**config.mk**
```make
export PLATFORM = sky130hd
export DESIGN_NAME = msf_encoder
export DESIGN_NICKNAME = d
export VERILOG_FILES = /design/src/rtl/msf_encoder.sv
export SDC_FILE = /design/constraint.sdc
export NUM_CORES = 1
export LEC_CHECK = 0
export CORE_UTILIZATION = 40
export DETAILED_ROUTE_END_ITERATION = 10
export GPL_ROUTABILITY_DRIVEN = 0
export SYNTH_ARGS = -nofsm -noshare
export SYNTH_HDL_FRONTEND = slang
export SYNTH_SLANG_ARGS = --single-unit
```
**constraint.sdc**
```tcl
create_clock -name clk_i -period 6.2 [get_ports clk_i]
set_input_delay 1.24 -clock clk_i [delete_from_list [all_inputs] [get_ports clk_i]]
set_output_delay 1.24 -clock clk_i [all_outputs]
set_load 0.01 [all_outputs]
```
**src/rtl/msf_encoder.sv**
```systemverilog
// msf_encoder: MSF 60 kHz time-signal carrier on/off keying generator.
// Latency: carrier_o/second_o/slot_o/minute_o registered, updated on the edge that enters each slot.
// Backpressure: none; free-running while en_i=1, idle (carrier on) while en_i=0.
//
// Ports:
//   clk_i, rst_i     clock and synchronous active-high reset
//   en_i             run enable; low abandons the frame and holds the block idle
//   year_i..minute_i BCD time fields for the minute starting at the next second 0
//   bst_i, bst_warn_i summer-time flags, captured with the time fields
//   dut1_i           (only with MSF_ENCODER_DUT1_EN) DUT1 sign/magnitude, 0.1 s units
//   carrier_o        1 = carrier on, 0 = carrier off
//   second_o,slot_o  current position in the frame (0-59, 0-9)
//   minute_o         one-cycle pulse on the first cycle of second 0
//
// Optional feature macro: MSF_ENCODER_DUT1_EN (adds dut1_i and DUT1 coding in seconds 1-16).

module msf_encoder #(
  parameter int SLOT_CYCLES = 1000
) (
  input  logic       clk_i,
  input  logic       rst_i,
  input  logic       en_i,
  input  logic [7:0] year_i,
  input  logic [4:0] month_i,
  input  logic [5:0] day_i,
  input  logic [2:0] dow_i,
  input  logic [5:0] hour_i,
  input  logic [6:0] minute_i,
  input  logic       bst_i,
  input  logic       bst_warn_i,
`ifdef MSF_ENCODER_DUT1_EN
  input  logic [4:0] dut1_i,
`endif
  output logic       carrier_o,
  output logic [5:0] second_o,
  output logic [3:0] slot_o,
  output logic       minute_o
);

  localparam int CW = (SLOT_CYCLES > 2) ? $clog2(SLOT_CYCLES) : 1;
  localparam logic [CW-1:0] CYC_LAST = CW'(SLOT_CYCLES - 1);

  typedef enum logic {
    ST_IDLE,
    ST_RUN
  } state_e;

  // ---------------------------------------------------------------------------
  // Frame position and control registers
  // ---------------------------------------------------------------------------
  state_e          state_q, state_d;
  logic [CW-1:0]   cyc_q, cyc_d;
  logic [3:0]      slot_q, slot_d;
  logic [5:0]      sec_q, sec_d;
  logic            carrier_q, carrier_d;
  logic            minute_q, minute_d;
  logic            capture;

  // ---------------------------------------------------------------------------
  // Shadow copies of the time fields, frozen for a whole frame
  // ---------------------------------------------------------------------------
  logic [7:0]      year_q;
  logic [4:0]      month_q;
  logic [5:0]      day_q;
  logic [2:0]      dow_q;
  logic [5:0]      hour_q;
  logic [6:0]      minute_sh_q;
  logic            bst_q;
  logic            bst_warn_q;
`ifdef MSF_ENCODER_DUT1_EN
  logic [4:0]      dut1_q;
  logic [3:0]      dut1_mag;
`endif

  // Per-second A and B bits, indexed directly by second number. Kept 64 wide
  // so a 6-bit second indexes it without a range hole; bits 60-63 stay zero.
  logic [63:0]     a_vec;
  logic [63:0]     b_vec;
  logic            a_bit;
  logic            b_bit;

  // ---------------------------------------------------------------------------
  // Next-state logic: idle/run FSM plus cycle/slot/second counters
  // ---------------------------------------------------------------------------
  always_comb begin
    state_d  = state_q;
    cyc_d    = cyc_q;
    slot_d   = slot_q;
    sec_d    = sec_q;
    minute_d = 1'b0;
    capture  = 1'b0;

    if (!en_i) begin
      // Enable low abandons any frame in progress straight away.
      state_d = ST_IDLE;
      cyc_d   = '0;
      slot_d  = 4'd0;
      sec_d   = 6'd0;
    end else begin
      unique case (state_q)
        ST_IDLE: begin
          // The starting edge is already cycle 0 of second 0.
          state_d  = ST_RUN;
          cyc_d    = '0;
          slot_d   = 4'd0;
          sec_d    = 6'd0;
          capture  = 1'b1;
          minute_d = 1'b1;
        end
        ST_RUN: begin
          if (cyc_q == CYC_LAST) begin
            cyc_d = '0;
            if (slot_q == 4'd9) begin
              slot_d = 4'd0;
              if (sec_q == 6'd59) begin
                sec_d    = 6'd0;
                capture  = 1'b1;
                minute_d = 1'b1;
              end else begin
                sec_d = sec_q + 6'd1;
              end
            end else begin
              slot_d = slot_q + 4'd1;
            end
          end else begin
            cyc_d = cyc_q + 1'b1;
          end
        end
        default: begin
          state_d = ST_IDLE;
        end
      endcase
    end
  end

  // ---------------------------------------------------------------------------
  // A-bit map: BCD fields sent MSB first, fixed 01111110 at seconds 52-59.
  // ---------------------------------------------------------------------------
  always_comb begin
    a_vec = '0;
    for (int i = 0; i < 8; i++) a_vec[24 - i] = year_q[i];
    for (int i = 0; i < 5; i++) a_vec[29 - i] = month_q[i];
    for (int i = 0; i < 6; i++) a_vec[35 - i] = day_q[i];
    for (int i = 0; i < 3; i++) a_vec[38 - i] = dow_q[i];
    for (int i = 0; i < 6; i++) a_vec[44 - i] = hour_q[i];
    for (int i = 0; i < 7; i++) a_vec[51 - i] = minute_sh_q[i];
    a_vec[58:53] = 6'b111111;
  end

  // ---------------------------------------------------------------------------
  // B-bit map: summer-time flags and odd parity over the A groups.
  // Reduction XNOR is 1 when the group holds an even count of ones, which is
  // exactly the B value needed to make group+B odd.
  // ---------------------------------------------------------------------------
`ifdef MSF_ENCODER_DUT1_EN
  assign dut1_mag = (dut1_q[3:0] > 4'd8) ? 4'd8 : dut1_q[3:0];
`endif

  always_comb begin
    b_vec     = '0;
    b_vec[53] = bst_warn_q;
    b_vec[54] = ~^year_q;
    b_vec[55] = ~^{month_q, day_q};
    b_vec[56] = ~^dow_q;
    b_vec[57] = ~^{hour_q, minute_sh_q};
    b_vec[58] = bst_q;
`ifdef MSF_ENCODER_DUT1_EN
    // Positive DUT1 marks seconds 1..m, negative marks seconds 9..8+m.
    for (int s = 1; s <= 16; s++) begin
      if (!dut1_q[4]) begin
        b_vec[s] = (s <= int'(dut1_mag));
      end else begin
        b_vec[s] = (s >= 9) && (s <= 8 + int'(dut1_mag));
      end
    end
`endif
  end

  // ---------------------------------------------------------------------------
  // Carrier for the slot being entered. Second 0 never depends on the shadow
  // registers, so a capture on the same edge cannot race the lookup.
  // ---------------------------------------------------------------------------
  assign a_bit = a_vec[sec_d];
  assign b_bit = b_vec[sec_d];

  always_comb begin
    carrier_d = 1'b1;
    if (state_d == ST_RUN) begin
      if (sec_d == 6'd0) begin
        carrier_d = (slot_d >= 4'd5);
      end else begin
        unique case (slot_d)
          4'd0:    carrier_d = 1'b0;
          4'd1:    carrier_d = ~a_bit;
          4'd2:    carrier_d = ~b_bit;
          default: carrier_d = 1'b1;
        endcase
      end
    end
  end

  // ---------------------------------------------------------------------------
  // State registers
  // ---------------------------------------------------------------------------
  always_ff @(posedge clk_i) begin
    if (rst_i) begin
      state_q   <= ST_IDLE;
      cyc_q     <= '0;
      slot_q    <= 4'd0;
      sec_q     <= 6'd0;
      carrier_q <= 1'b1;
      minute_q  <= 1'b0;
    end else begin
      state_q   <= state_d;
      cyc_q     <= cyc_d;
      slot_q    <= slot_d;
      sec_q     <= sec_d;
      carrier_q <= carrier_d;
      minute_q  <= minute_d;
    end
  end

  always_ff @(posedge clk_i) begin
    if (rst_i) begin
      year_q      <= '0;
      month_q     <= '0;
      day_q       <= '0;
      dow_q       <= '0;
      hour_q      <= '0;
      minute_sh_q <= '0;
      bst_q       <= 1'b0;
      bst_warn_q  <= 1'b0;
`ifdef MSF_ENCODER_DUT1_EN
      dut1_q      <= '0;
`endif
    end else if (capture) begin
      year_q      <= year_i;
      month_q     <= month_i;
      day_q       <= day_i;
      dow_q       <= dow_i;
      hour_q      <= hour_i;
      minute_sh_q <= minute_i;
      bst_q       <= bst_i;
      bst_warn_q  <= bst_warn_i;
`ifdef MSF_ENCODER_DUT1_EN
      dut1_q      <= dut1_i;
`endif
    end
  end

  assign carrier_o = carrier_q;
  assign second_o  = sec_q;
  assign slot_o    = slot_q;
  assign minute_o  = minute_q;

endmodule
```
# Word level (Yosys, flattened, before mapping)
# Cells that the tools add are included.
# op_classes
n_addsub	3
n_mul	0
div	0
n_lt_le_gt_ge	2
eq_ne	5
shift	0
n_mux	23
n_bitwise	5
n_reduce_logical	8
# op_table
op	n
6-bit 2-to-1 mux	4
10-bit case mux with 2 select lines	1
13-bit XNOR reduction	1
1-bit binary-select mux with 6-bit select	2
4-bit 2-to-1 mux	3
6-bit case mux with 2 select lines	1
11-bit XNOR reduction	1
10-bit by 1-bit adder with 10-bit output (second input constant)	1
10-bit equality test (second input constant)	1
10-bit 2-to-1 mux	1
1-bit 2-to-1 mux	8
4-bit case mux with 2 select lines	1
8-bit XNOR reduction	1
6-bit by 7-bit less-than comparator with 1-bit output (second input constant)	1
6-bit by 1-bit adder with 6-bit output (second input constant)	1
6-bit equality test (second input constant)	1
6-bit logical NOT	1
1-bit NOT	5
4-bit by 1-bit adder with 4-bit output (second input constant)	1
4-bit by 1-bit equality test with 1-bit output (second input constant)	1
4-bit by 2-bit equality test with 1-bit output (second input constant)	1
4-bit equality test (second input constant)	1
4-bit by 3-bit greater-or-equal comparator with 1-bit output (second input constant)	1
4-bit logical NOT	1
other kinds (4)	5
# totals
ff_bits	60
latchBits	0
ramBits	0
rom_bits	0
input_bits	40
out_inout_bits	12
n_memories	0

# Logic depth before layout (Yosys ltp)
# logic_depth
depth_word	11
mapped_depth	11

# Worst setup path before layout
# No wires, ideal clock.
# synth_timing
path_kind	input-to-reg
from	in en_i
to	reg carrier_q (netlist: carrier_o)
t_arrival_ps	3048
t_required_ps	6118
path_slack_ps	3070
cell_stages	11
n_path_buf	2
cell_sequence	and2_1 > clkbuf_1 > nand2_1 > mux2_4 > buf_2 > mux2i_1 > mux2i_1 > o211ai_2 > nand4_1 > a2111o_1 > o2111ai_1
# synth_via
elab_chain_len	6
# synth_rtl
item	line	text
start, declared	22	input logic en_i,
6-bit 2-to-1 mux	93	if (!en_i) begin
1-bit binary-select mux with 6-bit select, on equally long branches	184, 183	
1-bit 2-to-1 mux, on equally long branches	184, 183	
1-bit NOT, on equally long branches	195, 194	
1-bit case mux with 3 select lines	192	unique case (slot_d)
1-bit 2-to-1 mux	189	if (sec_d == 6'd0) begin
end signal, assigned	218	carrier_q <= carrier_d;
end, declared	55	logic carrier_q, carrier_d;
# Parallel ways exist; a longest one is shown, timed or not. The select of a mux whose other input is x is not followed.
# A chain may end at the register's enable or synchronous reset.

# Worst setup path after layout
# Ends and elaborated chain as after synthesis.

==> results.rst <==
.. list-table::
   :header-rows: 1

   * - Metric
     - Value
   * - Setup Total Neg Slack
     - 0 ns
   * - Number of flip-flops and latches in the synthesized netlist
     - 60
   * - Clk Latency, worst-skew pair
     - 0.34 ns
   * - 1st-iter DRT viols
     - 128
   * - Critical path type
     - primary input to register
   * - Post-CTS setup buffer count
     - 0
   * - H-tree levels
     - 3
   * - Die extent in x
     - 92.44 um
   * - Net load switching power
     - 0.2090 mW
   * - Required time of the critical path
     - 6.45 ns
   * - Critical Path Source Type
     - primary input
   * - Number of antenna violations at the first check in global routing
     - 0
   * - Total number of yosys warnings
     - 0
   * - CP Capture Type
     - register
   * - Vert. Die Dim
     - 92.44 um
   * - Maximum number of pins on one net before global-route repair
     - 46
   * - Worst EP arrival
     - 3.67 ns
   * - Hold violation total from the final report
     - 0
   * - Most common cell in the synthesized netlist
     - sky130_fd_sc_hd__nand2_1
   * - Buffer cell driving the clock tree root
     - sky130_fd_sc_hd__clkbuf_8
   * - Final max-slew violation count
     - 0
   * - Cell area after synthesis
     - 3272 um^2
   * - Post-place setup slack
     - 2.472 ns
   * - Flop pwr share
     - 0.496
   * - Vias in the first global route
     - 2686
   * - Unrepaired setup endpoints after global routing
     - no
   * - Register area
     - 1201 um^2
   * - Crit path max fanout
     - 14
   * - TritonRoute pass-1 iters
     - 4
   * - Starting density of the core
     - 0.4191
   * - Antenna cells
     - 0
   * - Number of instances resized during post-cts repair
     - 0
   * - Final Routed Wirelength
     - 7.384 mm
   * - Floorplan core area
     - 7807 um^2
   * - I/O Buffers
     - 51
   * - CTS clk-pin slew, worst paths
     - 0.07 ns
   * - Top cells by instance count after synthesis
     - 97 x sky130_fd_sc_hd__nand2_1, 60 x sky130_fd_sc_hd__dfxtp_1, 45 x sky130_fd_sc_hd__a21oi_1
   * - Via-per-instance ratio
     - 5.109
   * - Cell count after synthesis
     - 405
   * - Final worst slack
     - 2.785 ns
   * - Total power per unit cell area
     - 209.6 nW/um^2
   * - Most used flip-flop cell after synthesis
     - sky130_fd_sc_hd__dfxtp_1
   * - Leakage power
     - 1.457 nW
   * - Net count after synthesis
     - 447
   * - Share of power burned in combinational logic
     - 0.133
   * - Max_slew headroom
     - 0.2181
   * - Outcome
     - complete, no violations
   * - Layout overhead on the synthesized area
     - 21.64%
   * - Highest achievable clock rate
     - 292.8 MHz
   * - First-pass GRT wire length
     - 12.63 mm
   * - Synth cell types
     - 50
   * - Total DRC errors in the routed layout
     - 0
   * - Sinks on the clock net
     - 60
   * - Placement row count
     - 32
   * - Number of buffers on the longest clock path
     - 2
   * - Share of the synthesized area in the top cell type
     - 0.3671
   * - Proportion of layout cells with a drive suffix above 1
     - 0.06459
   * - Total routing usage reported by global routing
     - 0.1881
   * - Total I/O pin count
     - 52
   * - Time the final worst path needs with I/O delays and setup
     - 3.415 ns
   * - Class of the most critical hold timing path
     - register to register
   * - Post-Synthesis Mean Instance Area
     - 8.079 um^2
   * - Number of buffers added by the clock tree synthesis step
     - 9
   * - Final antenna-violating net count
     - 0
   * - Number of nets in the layout
     - 487
   * - Routed via count
     - 2815
   * - Die Outline Area
     - 8545 um^2
   * - Cell types with the largest area share after synthesis
     - sky130_fd_sc_hd__dfxtp_1 37%, sky130_fd_sc_hd__nand2_1 11%, sky130_fd_sc_hd__xnor2_1 8.8%
   * - Library cell occupying the most area in the post-synthesis netlist
     - sky130_fd_sc_hd__dfxtp_1
   * - Total half-perimeter wirelength after legalization and detailed placement
     - 5.299 mm
   * - Post-route clock period utilization
     - 0.5509
   * - Area used by multi-input combinational logic
     - 1953 um^2
   * - Worst-case vdd ir drop
     - 0.0001051 V
   * - Leftover overflow at the end of global routing
     - 0
   * - Max Cap Violations
     - 0
   * - Fill cells
     - 772
   * - Clock tree from TritonCTS
     - yes
   * - Part of the total power dissipated in the clock network
     - 0.371
   * - Avg WL per Cell
     - 13.40 um
   * - Layout Skew
     - 0.01015 ns
   * - Power Internal
     - 0.6253 mW
   * - Number of enable-type register cells in the synthesized netlist
     - 0
   * - Proportion of synthesized chip area in sequential cells
     - 0.3671
   * - Async set-reset flop share out of synthesis
     - 0
   * - Hold bufs inserted after CTS
     - 0
   * - Setup violators final
     - 0
   * - Sw frac
     - 0.2506
   * - Pin slew with the least headroom to its limit
     - 1.173 ns
## routing by layer
layer	part of all wire	up-vias	GRT usage
met5	0	-	0
met3	0.034	10	0.02956
met2	0.46	49	0.3000
li1	-	1458	-
met4	0.018	0	0.1003
met1	0.48	1298	0.2429
## power groups by stage
stage,Sequential [mW],Clock [mW],Combinational [mW]
3_3_place_gp,0.422,0,0.110
6_report,0.414,0.310,0.111
5_1_grt,0.416,0.333,0.123
3_5_place_dp,0.422,0,0.111
2_1_floorplan,0.419,0,0.0731
4_1_cts,0.414,0.320,0.112
## worst paths after layout
path	start	to	slack [ns]	cells after the start
max reg2reg	cyc_q[0]	carrier_o	2.93	10
max	en_i	carrier_o	2.78	10
min	bst_warn_q	bst_warn_q	0.46	2
min reg2reg	bst_warn_q	bst_warn_q	0.46	2
## worst max-delay path, cell delays in order
cell and delay, ns:
sky130_fd_sc_hd__clkdlybuf4s50_1 0.53, sky130_fd_sc_hd__nand2_1 0.14, sky130_fd_sc_hd__a211o_1 0.29, sky130_fd_sc_hd__mux2_4 0.36
sky130_fd_sc_hd__mux2i_1 0.18, sky130_fd_sc_hd__mux2i_1 0.11, sky130_fd_sc_hd__o211ai_2 0.17, sky130_fd_sc_hd__nand4_1 0.12
sky130_fd_sc_hd__a2111o_1 0.44, sky130_fd_sc_hd__o2111ai_1 0.10
## cell usage in the layout, fill, tap and decap left out, types with 3 or more instances in the layout
cell type and count:
sky130_fd_sc_hd__nand4_1 4, sky130_fd_sc_hd__nor3_1 5, sky130_fd_sc_hd__o21ai_0 5, sky130_fd_sc_hd__nand3_1 20, sky130_fd_sc_hd__clkdlybuf4s50_1 51, sky130_fd_sc_hd__nand2_1 97, sky130_fd_sc_hd__a21oi_1 45, sky130_fd_sc_hd__nor2_1 26
sky130_fd_sc_hd__o2111ai_1 3, sky130_fd_sc_hd__a31oi_1 3, sky130_fd_sc_hd__and2_1 4, sky130_fd_sc_hd__xor2_1 12, sky130_fd_sc_hd__clkbuf_8 11, sky130_fd_sc_hd__o211ai_1 3, sky130_fd_sc_hd__dfxtp_1 60, sky130_fd_sc_hd__nor2b_1 7
sky130_fd_sc_hd__xnor2_1 33, sky130_fd_sc_hd__mux2i_1 17
## registers in the layout, summed over array words and instances, names as in the netlist, 3 cells and up
| signal | flops |
|---|---|
| dow_q | 3 |
| slot_o | 4 |
| month_q | 5 |
| day_q | 6 |
| hour_q | 6 |
| year_q | 8 |
| minute_sh_q | 7 |
| second_o | 6 |
| cyc_q | 10 |
## cells by family (layout without fill, tap and decap cells)
logic type | count (synthesis) | after routing | share of synthesized area
buffers and inverters | 25 | 69 | 0.03594
adder cells (fa/ha/maj) | 2 | 2 | 0.007647
multiplexers | 21 | 21 | 0.06768
AO/OA/AOI/OAI | 70 | 70 | 0.1281
flip-flops | 60 | 60 | 0.3671
AND/OR/NAND/NOR | 181 | 181 | 0.2681
XOR/XNOR | 46 | 46 | 0.1254
## per-stage QoR
stage	area (um^2)	hold slack (ns)	std cells	power (mW)	util
after floorplan	3272	0.4298	405	0.4918	-
after global placement	3811	0.4470	536	0.5323	0.4881
after detailed placement	3811	0.4525	536	0.5338	0.4881
after CTS	3980	0.4621	551	0.8457	0.5098
after global routing	3980	0.4815	551	0.8712	0.5098
final	3980	0.4617	551	0.8343	0.5098
## area by class of cell
cell class | count | area share
multi-input combinational | 320 | 0.4907
sequential | 60 | 0.3018
timing repair buffer | 53 | 0.1320
clock buffer | 13 | 0.03992
tap | 102 | 0.03207
clock inverter | 2 | 0.002515
inverter | 1 | 0.0009431
Power figures use the tool's default switching activity.
